[src/rtl/spi_slave_obi_plug_if.sv]
// Signal bundle between the SPI slave controller, the bus sequencer and the OBI fabric.
// The master modport is the sequencer's view; slave is the surrounding environment.
interface spi_slave_obi_plug_if;
   logic [31:0] rx_addr_i;
   logic        rx_rd_wr_i;
   logic        rx_addr_valid_i;
   logic        rx_addr_ready_o;
   logic [31:0] rx_data_i;
   logic        rx_data_valid_i;
   logic        rx_data_ready_o;
   logic [31:0] tx_data_o;
   logic        tx_data_valid_o;
   logic        tx_data_ready_i;
   logic        cs_end_i;
   logic [15:0] wrap_length_i;
   logic        obi_req_o;
   logic        obi_gnt_i;
   logic [31:0] obi_addr_o;
   logic        obi_we_o;
   logic [3:0]  obi_be_o;
   logic [31:0] obi_wdata_o;
   logic        obi_rvalid_i;
   logic [31:0] obi_rdata_i;
   logic        busy_o;

   modport master (
      input  rx_addr_i, rx_rd_wr_i, rx_addr_valid_i, rx_data_i, rx_data_valid_i,
      input  tx_data_ready_i, cs_end_i, wrap_length_i, obi_gnt_i, obi_rvalid_i, obi_rdata_i,
      output rx_addr_ready_o, rx_data_ready_o, tx_data_o, tx_data_valid_o,
      output obi_req_o, obi_addr_o, obi_we_o, obi_be_o, obi_wdata_o, busy_o
   );

   modport slave (
      output rx_addr_i, rx_rd_wr_i, rx_addr_valid_i, rx_data_i, rx_data_valid_i,
      output tx_data_ready_i, cs_end_i, wrap_length_i, obi_gnt_i, obi_rvalid_i, obi_rdata_i,
      input  rx_addr_ready_o, rx_data_ready_o, tx_data_o, tx_data_valid_o,
      input  obi_req_o, obi_addr_o, obi_we_o, obi_be_o, obi_wdata_o, busy_o
   );
endinterface

[src/rtl/spi_slave_obi_plug.sv]
// SPI slave bus sequencer: turns SPI address/data words into single-word OBI accesses.
// Optional address wrap-around is enabled by defining SPI_OBI_WRAP_EN.
module spi_slave_obi_plug (
   input logic                  clk_i,
   input logic                  rst_ni,
   spi_slave_obi_plug_if.master bus
);

   typedef enum logic [2:0] {
      IDLE, WR_WAIT, WR_REQ, WR_RESP, RD_REQ, RD_RESP, RD_PUSH
   } state_t;

   state_t      state_q, state_d;
   logic [31:0] addr_q, wdata_q, rdata_q, next_addr;
   logic        end_q;
   logic        addr_hs, wdata_ld, rdata_ld, advance, end_set;
   logic        req, we, data_rdy, tx_vld;
   logic        unused_addr_lsb;

   assign unused_addr_lsb = ^bus.rx_addr_i[1:0];

   always_ff @(posedge clk_i or negedge rst_ni) begin
      if (!rst_ni) state_q <= IDLE;
      else         state_q <= state_d;
   end

   always_comb begin
      state_d  = state_q;
      addr_hs  = 1'b0;
      wdata_ld = 1'b0;
      rdata_ld = 1'b0;
      advance  = 1'b0;
      end_set  = 1'b0;
      req      = 1'b0;
      we       = 1'b0;
      data_rdy = 1'b0;
      tx_vld   = 1'b0;
      case (state_q)
         IDLE: begin
            if (bus.rx_addr_valid_i) begin
               addr_hs = 1'b1;
               state_d = bus.rx_rd_wr_i ? RD_REQ : WR_WAIT;
            end
         end
         WR_WAIT: begin
            if (bus.cs_end_i) begin
               state_d = IDLE;
            end else if (bus.rx_data_valid_i) begin
               wdata_ld = 1'b1;
               state_d  = WR_REQ;
            end
         end
         WR_REQ: begin
            req     = 1'b1;
            we      = 1'b1;
            end_set = bus.cs_end_i;
            if (bus.obi_gnt_i) begin
               data_rdy = 1'b1;
               state_d  = WR_RESP;
            end
         end
         WR_RESP: begin
            end_set = bus.cs_end_i;
            if (bus.obi_rvalid_i) begin
               advance = 1'b1;
               state_d = (end_q || bus.cs_end_i) ? IDLE : WR_WAIT;
            end
         end
         RD_REQ: begin
            req = 1'b1;
            // A grant in the same cycle as CS end still commits the access.
            if (bus.obi_gnt_i) begin
               end_set = bus.cs_end_i;
               state_d = RD_RESP;
            end else if (bus.cs_end_i) begin
               state_d = IDLE;
            end
         end
         RD_RESP: begin
            end_set = bus.cs_end_i;
            if (bus.obi_rvalid_i) begin
               if (end_q || bus.cs_end_i) begin
                  state_d = IDLE;
               end else begin
                  rdata_ld = 1'b1;
                  state_d  = RD_PUSH;
               end
            end
         end
         RD_PUSH: begin
            tx_vld = 1'b1;
            if (bus.cs_end_i) begin
               state_d = IDLE;
            end else if (bus.tx_data_ready_i) begin
               advance = 1'b1;
               state_d = RD_REQ;
            end
         end
         default: state_d = IDLE;
      endcase
   end

`ifdef SPI_OBI_WRAP_EN
   logic [31:0] base_q;
   logic [15:0] wrap_q, word_cnt_q;
   logic        wrap_hit;

   assign wrap_hit  = (wrap_q != 16'd0) && ((word_cnt_q + 16'd1) == wrap_q);
   assign next_addr = wrap_hit ? base_q : addr_q + 32'd4;

   always_ff @(posedge clk_i or negedge rst_ni) begin
      if (!rst_ni) begin
         base_q     <= '0;
         wrap_q     <= '0;
         word_cnt_q <= '0;
      end else if (addr_hs) begin
         base_q     <= {bus.rx_addr_i[31:2], 2'b00};
         wrap_q     <= bus.wrap_length_i;
         word_cnt_q <= '0;
      end else if (advance) begin
         word_cnt_q <= wrap_hit ? 16'd0 : word_cnt_q + 16'd1;
      end
   end
`else
   logic unused_wrap;

   assign unused_wrap = ^bus.wrap_length_i;
   assign next_addr   = addr_q + 32'd4;
`endif

   always_ff @(posedge clk_i or negedge rst_ni) begin
      if (!rst_ni) begin
         addr_q  <= '0;
         wdata_q <= '0;
         rdata_q <= '0;
         end_q   <= 1'b0;
      end else begin
         if (addr_hs)       addr_q <= {bus.rx_addr_i[31:2], 2'b00};
         else if (advance)  addr_q <= next_addr;
         if (wdata_ld)      wdata_q <= bus.rx_data_i;
         if (rdata_ld)      rdata_q <= bus.obi_rdata_i;
         if (addr_hs)       end_q <= 1'b0;
         else if (end_set)  end_q <= 1'b1;
      end
   end

   assign bus.rx_addr_ready_o = (state_q == IDLE);
   assign bus.rx_data_ready_o = data_rdy;
   assign bus.tx_data_o       = rdata_q;
   assign bus.tx_data_valid_o = tx_vld;
   assign bus.obi_req_o       = req;
   assign bus.obi_we_o        = we;
   assign bus.obi_addr_o      = addr_q;
   assign bus.obi_wdata_o     = wdata_q;
   assign bus.obi_be_o        = 4'hF;
   assign bus.busy_o          = (state_q != IDLE);

endmodule

[src/flat_wrapper.sv]
// flat-port wrapper written by rule: the top's interface ports become plain ports
module spi_slave_obi_plug_flat 
  (clk_i, rst_ni, bus_rx_addr_i, bus_rx_rd_wr_i, bus_rx_addr_valid_i, bus_rx_data_i, bus_rx_data_valid_i, bus_tx_data_ready_i, bus_cs_end_i, bus_wrap_length_i, bus_obi_gnt_i, bus_obi_rvalid_i, bus_obi_rdata_i, bus_rx_addr_ready_o, bus_rx_data_ready_o, bus_tx_data_o, bus_tx_data_valid_o, bus_obi_req_o, bus_obi_addr_o, bus_obi_we_o, bus_obi_be_o, bus_obi_wdata_o, bus_busy_o);
  spi_slave_obi_plug_if bus_i ();
  input logic clk_i;
  input logic rst_ni;
  input wire logic [$bits(bus_i.rx_addr_i)-1:0] bus_rx_addr_i;
  input wire logic [$bits(bus_i.rx_rd_wr_i)-1:0] bus_rx_rd_wr_i;
  input wire logic [$bits(bus_i.rx_addr_valid_i)-1:0] bus_rx_addr_valid_i;
  input wire logic [$bits(bus_i.rx_data_i)-1:0] bus_rx_data_i;
  input wire logic [$bits(bus_i.rx_data_valid_i)-1:0] bus_rx_data_valid_i;
  input wire logic [$bits(bus_i.tx_data_ready_i)-1:0] bus_tx_data_ready_i;
  input wire logic [$bits(bus_i.cs_end_i)-1:0] bus_cs_end_i;
  input wire logic [$bits(bus_i.wrap_length_i)-1:0] bus_wrap_length_i;
  input wire logic [$bits(bus_i.obi_gnt_i)-1:0] bus_obi_gnt_i;
  input wire logic [$bits(bus_i.obi_rvalid_i)-1:0] bus_obi_rvalid_i;
  input wire logic [$bits(bus_i.obi_rdata_i)-1:0] bus_obi_rdata_i;
  output wire logic [$bits(bus_i.rx_addr_ready_o)-1:0] bus_rx_addr_ready_o;
  output wire logic [$bits(bus_i.rx_data_ready_o)-1:0] bus_rx_data_ready_o;
  output wire logic [$bits(bus_i.tx_data_o)-1:0] bus_tx_data_o;
  output wire logic [$bits(bus_i.tx_data_valid_o)-1:0] bus_tx_data_valid_o;
  output wire logic [$bits(bus_i.obi_req_o)-1:0] bus_obi_req_o;
  output wire logic [$bits(bus_i.obi_addr_o)-1:0] bus_obi_addr_o;
  output wire logic [$bits(bus_i.obi_we_o)-1:0] bus_obi_we_o;
  output wire logic [$bits(bus_i.obi_be_o)-1:0] bus_obi_be_o;
  output wire logic [$bits(bus_i.obi_wdata_o)-1:0] bus_obi_wdata_o;
  output wire logic [$bits(bus_i.busy_o)-1:0] bus_busy_o;
  assign bus_i.rx_addr_i = bus_rx_addr_i;
  assign bus_i.rx_rd_wr_i = bus_rx_rd_wr_i;
  assign bus_i.rx_addr_valid_i = bus_rx_addr_valid_i;
  assign bus_i.rx_data_i = bus_rx_data_i;
  assign bus_i.rx_data_valid_i = bus_rx_data_valid_i;
  assign bus_i.tx_data_ready_i = bus_tx_data_ready_i;
  assign bus_i.cs_end_i = bus_cs_end_i;
  assign bus_i.wrap_length_i = bus_wrap_length_i;
  assign bus_i.obi_gnt_i = bus_obi_gnt_i;
  assign bus_i.obi_rvalid_i = bus_obi_rvalid_i;
  assign bus_i.obi_rdata_i = bus_obi_rdata_i;
  assign bus_rx_addr_ready_o = bus_i.rx_addr_ready_o;
  assign bus_rx_data_ready_o = bus_i.rx_data_ready_o;
  assign bus_tx_data_o = bus_i.tx_data_o;
  assign bus_tx_data_valid_o = bus_i.tx_data_valid_o;
  assign bus_obi_req_o = bus_i.obi_req_o;
  assign bus_obi_addr_o = bus_i.obi_addr_o;
  assign bus_obi_we_o = bus_i.obi_we_o;
  assign bus_obi_be_o = bus_i.obi_be_o;
  assign bus_obi_wdata_o = bus_i.obi_wdata_o;
  assign bus_busy_o = bus_i.busy_o;
  spi_slave_obi_plug u_core (.clk_i(clk_i), .rst_ni(rst_ni), .bus(bus_i));
endmodule
[config.mk]
export PLATFORM = sky130hd
export DESIGN_NAME = spi_slave_obi_plug_flat
export DESIGN_NICKNAME = d
export VERILOG_FILES = /design/src/rtl/spi_slave_obi_plug_if.sv /design/src/rtl/spi_slave_obi_plug.sv /design/src/flat_wrapper.sv
export SDC_FILE = /design/constraint.sdc
export NUM_CORES = 1
export LEC_CHECK = 0
export ABC_AREA = 1
export CORE_MARGIN = 4
export CORE_UTILIZATION = 44
export CTS_BUF_LIST = sky130_fd_sc_hd__clkbuf_8
export CTS_CLUSTER_SIZE = 10
export DETAILED_ROUTE_END_ITERATION = 10
export PLACE_DENSITY = 0.81
export SYNTH_ARGS = -nofsm -noshare
export SYNTH_HDL_FRONTEND = slang
export SYNTH_SLANG_ARGS = --single-unit
[constraint.sdc]
create_clock -name clk_i -period 2.11 [get_ports clk_i]
set_input_delay 0.422 -clock clk_i [delete_from_list [all_inputs] [get_ports clk_i]]
set_output_delay 0.422 -clock clk_i [all_outputs]
set_load 0.005 [all_outputs]
==> results.cfg <==
[drt]
vias = 4907
routedWlPerCell_um = 16.0
routed_wl_um = 15500
vias_per_cell = 5.07
drc_errors = 0
dr.pass1.iters = 4
drt_iter0_drc = 459
ant_nets = 0

[clock_tree]
cts_tree = yes
cts_buffer_depth = 2
h-tree-depth = 3
clk_pin_slew_ns = 0.10
numCtsBuffers = 9
holdBufCountCts = 0
clk_latency_ns = 0.37
root_buffer = clkbuf_8
clock-sinks = 98

[timing]
rsz0062_at_grt = false
period_minus_slack_ns = 2.04
tns_ns = 0
hold_violations = 0
final-max-slew-violation-count = 0
fin_skew_ns = 0.00663
finalSetupViolations = 0
fmax_ghz = 0.489
post-route-period-util = 0.969

[power]
p_clk_frac = 0.121
swShare = 0.369
leakagePower_nw = 3.54
p_switching_w = 0.00363
p_int_w = 0.00621
power_density_nw_per_um2 = 1280
peakVddDrop_mv = 0.878
p_comb_frac = 0.517
seqPwrFrac = 0.362

[cells_and_area]
fin_util = 0.670
nFillCells = 922
final_common_cell = clkdlybuf4s50_1
final_cells = 968
drive_gt1_frac = 0.148
area_delta_synth_final_pct = 48.8
num_antenna_cells = 0
multi_input_area_um2 = 2440
final_cell_mix = clkdlybuf4s50_1, nand2_1, dfrtp_1, nor2_1, mux2_2
seqCellArea_um2 = 2450
final_net_count = 942

[yosys]
syn_area_um2 = 5160
synthXorXnorAreaFrac = 0.00678
ys_warn_count = 0
postSynth.asyncResetShare = 1.00
synth_fa_ha_area_frac = 0.00242
syn_inst = 603
muxShareOfSynthArea = 0.140
synth-compound-area-share = 0.0262
ys_types = 37
synth-main-ff-cell = dfrtp_1
synth_edf_count = 0
synth_top_family_by_area = simple AND/OR/NAND/NOR gates
yosysSeqAreaShare = 0.475
synth_area_per_cell_um2 = 8.57
yosys.area_share.simple = 0.288
ys_ff_latch = 98

[global_route]
use_met2 = 0.408
use_met1 = 0.257
grt-busiest-layer = met2
met3_usage = 0.0927
grt-ovfl-total = 0
grt_use_total = 0.232
antenna_found_initial = 0
grt_max_degree = 48
grt_pass1_wl_um = 24600
grt_pass1_vias = 4983

[worst_setup_path]
startpoint_type = flop
max_stage_delay_ns = 0.41
r2r_start = u_core.bus.obi_addr_o[3]
cp_cell_sequence = inv_2 -> buf_4 -> nor3_4 -> or2_2 -> dlygate4sd2_1
crit_required_ns = 1.69
crit_path_end_kind = output pin
setup.worst_path.start = u_core.state_q[2]
path_class = flop to output pin
crit_path_max_fanout = 4
cp.arrival_ns = 1.62
path_buf_inv = 3
slowest_stage = dfrtp_1
crit_family = buffers and inverters

[hold_path]
hp-class = input pin to asynchronous set/reset pin

[floorplan]
die_w_um = 116
dieArea_um2 = 13500
ioPinCount = 227
initial_core_util = 0.450
fp.dieH_um = 116
fp-row-count = 39
coreArea_um2 = 11500

[place]
dp_hpwl_um = 11900
portBuffers = 202
gp_congestion = 1.02
placed_cells = 941

[run]
maxCapViolations = 0

[status]
status = finished, final reports clean
## path summary, 6_finish.rpt
path / cells after the start / slack (ns) / end
setup / recovery: 5 / 0.07 / bus_obi_req_o
hold / removal: 1 / 0.004 / u_core.bus.obi_addr_o[9]
setup reg to reg: 10 / 0.21 / u_core.bus.obi_addr_o[20]
hold reg to reg: 1 / 0.50 / u_core.bus.tx_data_o[8]
max in group asynchronous: 2 / 1.47 / u_core.state_q[0]
min in group clk_i: 1 / 0.50 / u_core.bus.tx_data_o[8]
## through the flow
stage / cell area, um^2 / setup slack (ns) / hold slack (ns) / power (W)
after global placement: 7380 / 0.139 / 0.417 / 0.00830
after detailed placement: 7380 / 0.112 / 0.418 / 0.00850
after global routing: 7690 / 0.0139 / 0.0259 / 0.0106
after floorplan: 5180 / 0.584 / 0.126 / 0.00570
after CTS: 7650 / 0.00269 / 0.00280 / 0.00984
final: 7690 / 0.0654 / 0.00372 / 0.00984
## layout make-up
class                   count  area share
repair buffers            226       0.295
clock buffers              10      0.0179
flip-flops and latches     98       0.319
well taps                 143      0.0233
clock inverters             6     0.00635
multi-input cells         443       0.317
inverters                  42      0.0212
## layer usage
metal  vias up  wire, um
met5         -         0
met4         0       323
met3        27      1720
met2       231      7820
met1      2293      5630
li1       2356         -
## synth_stat cells, types with 4 or more instances
cell type / number / area, um^2
nand2_1: 169 / 634
o21ai_0: 14 / 70.1
mux2_2: 61 / 687
nor3_1: 6 / 30.0
or2_1: 4 / 25.0
dfrtp_1: 98 / 2450
nand3_1: 50 / 250
inv_1: 39 / 146
nor2_1: 93 / 349
buf_4: 10 / 75.1
buf_2: 12 / 60.1
## state kept, by name, indices dropped and copies added, names as in the netlist
register	cells
u_core.bus.obi_wdata_o	32
u_core.bus.obi_addr_o	30
u_core.state_q	3
u_core.bus.tx_data_o	32
u_core.end_q	1
## cells by family after synthesis
group,count (synthesis)
AO/OA/AOI/OAI,25
flip-flops,98
multiplexers,64
AND/OR/NAND/NOR,343
XOR/XNOR,4
adder cells (fa/ha/maj),1
buffers and inverters,66
other,2
## power groups by stage
stage          registers (W)  logic, W  clock network (W)
2_1_floorplan        0.00350   0.00220                  0
5_1_grt              0.00369   0.00558            0.00130
4_1_cts              0.00355   0.00507            0.00122
3_3_place_gp         0.00351   0.00479                  0
3_5_place_dp         0.00358   0.00492                  0
6_report             0.00356   0.00509            0.00119
## repair_timing
action | CTS | global route
gates resized for setup | 7 | 7
setup endpoints to repair | 6 | 5
cloned | 0 | 0
setup buffers | 8 | 3
No activity file was read; power rests on OpenSTA's default activity.
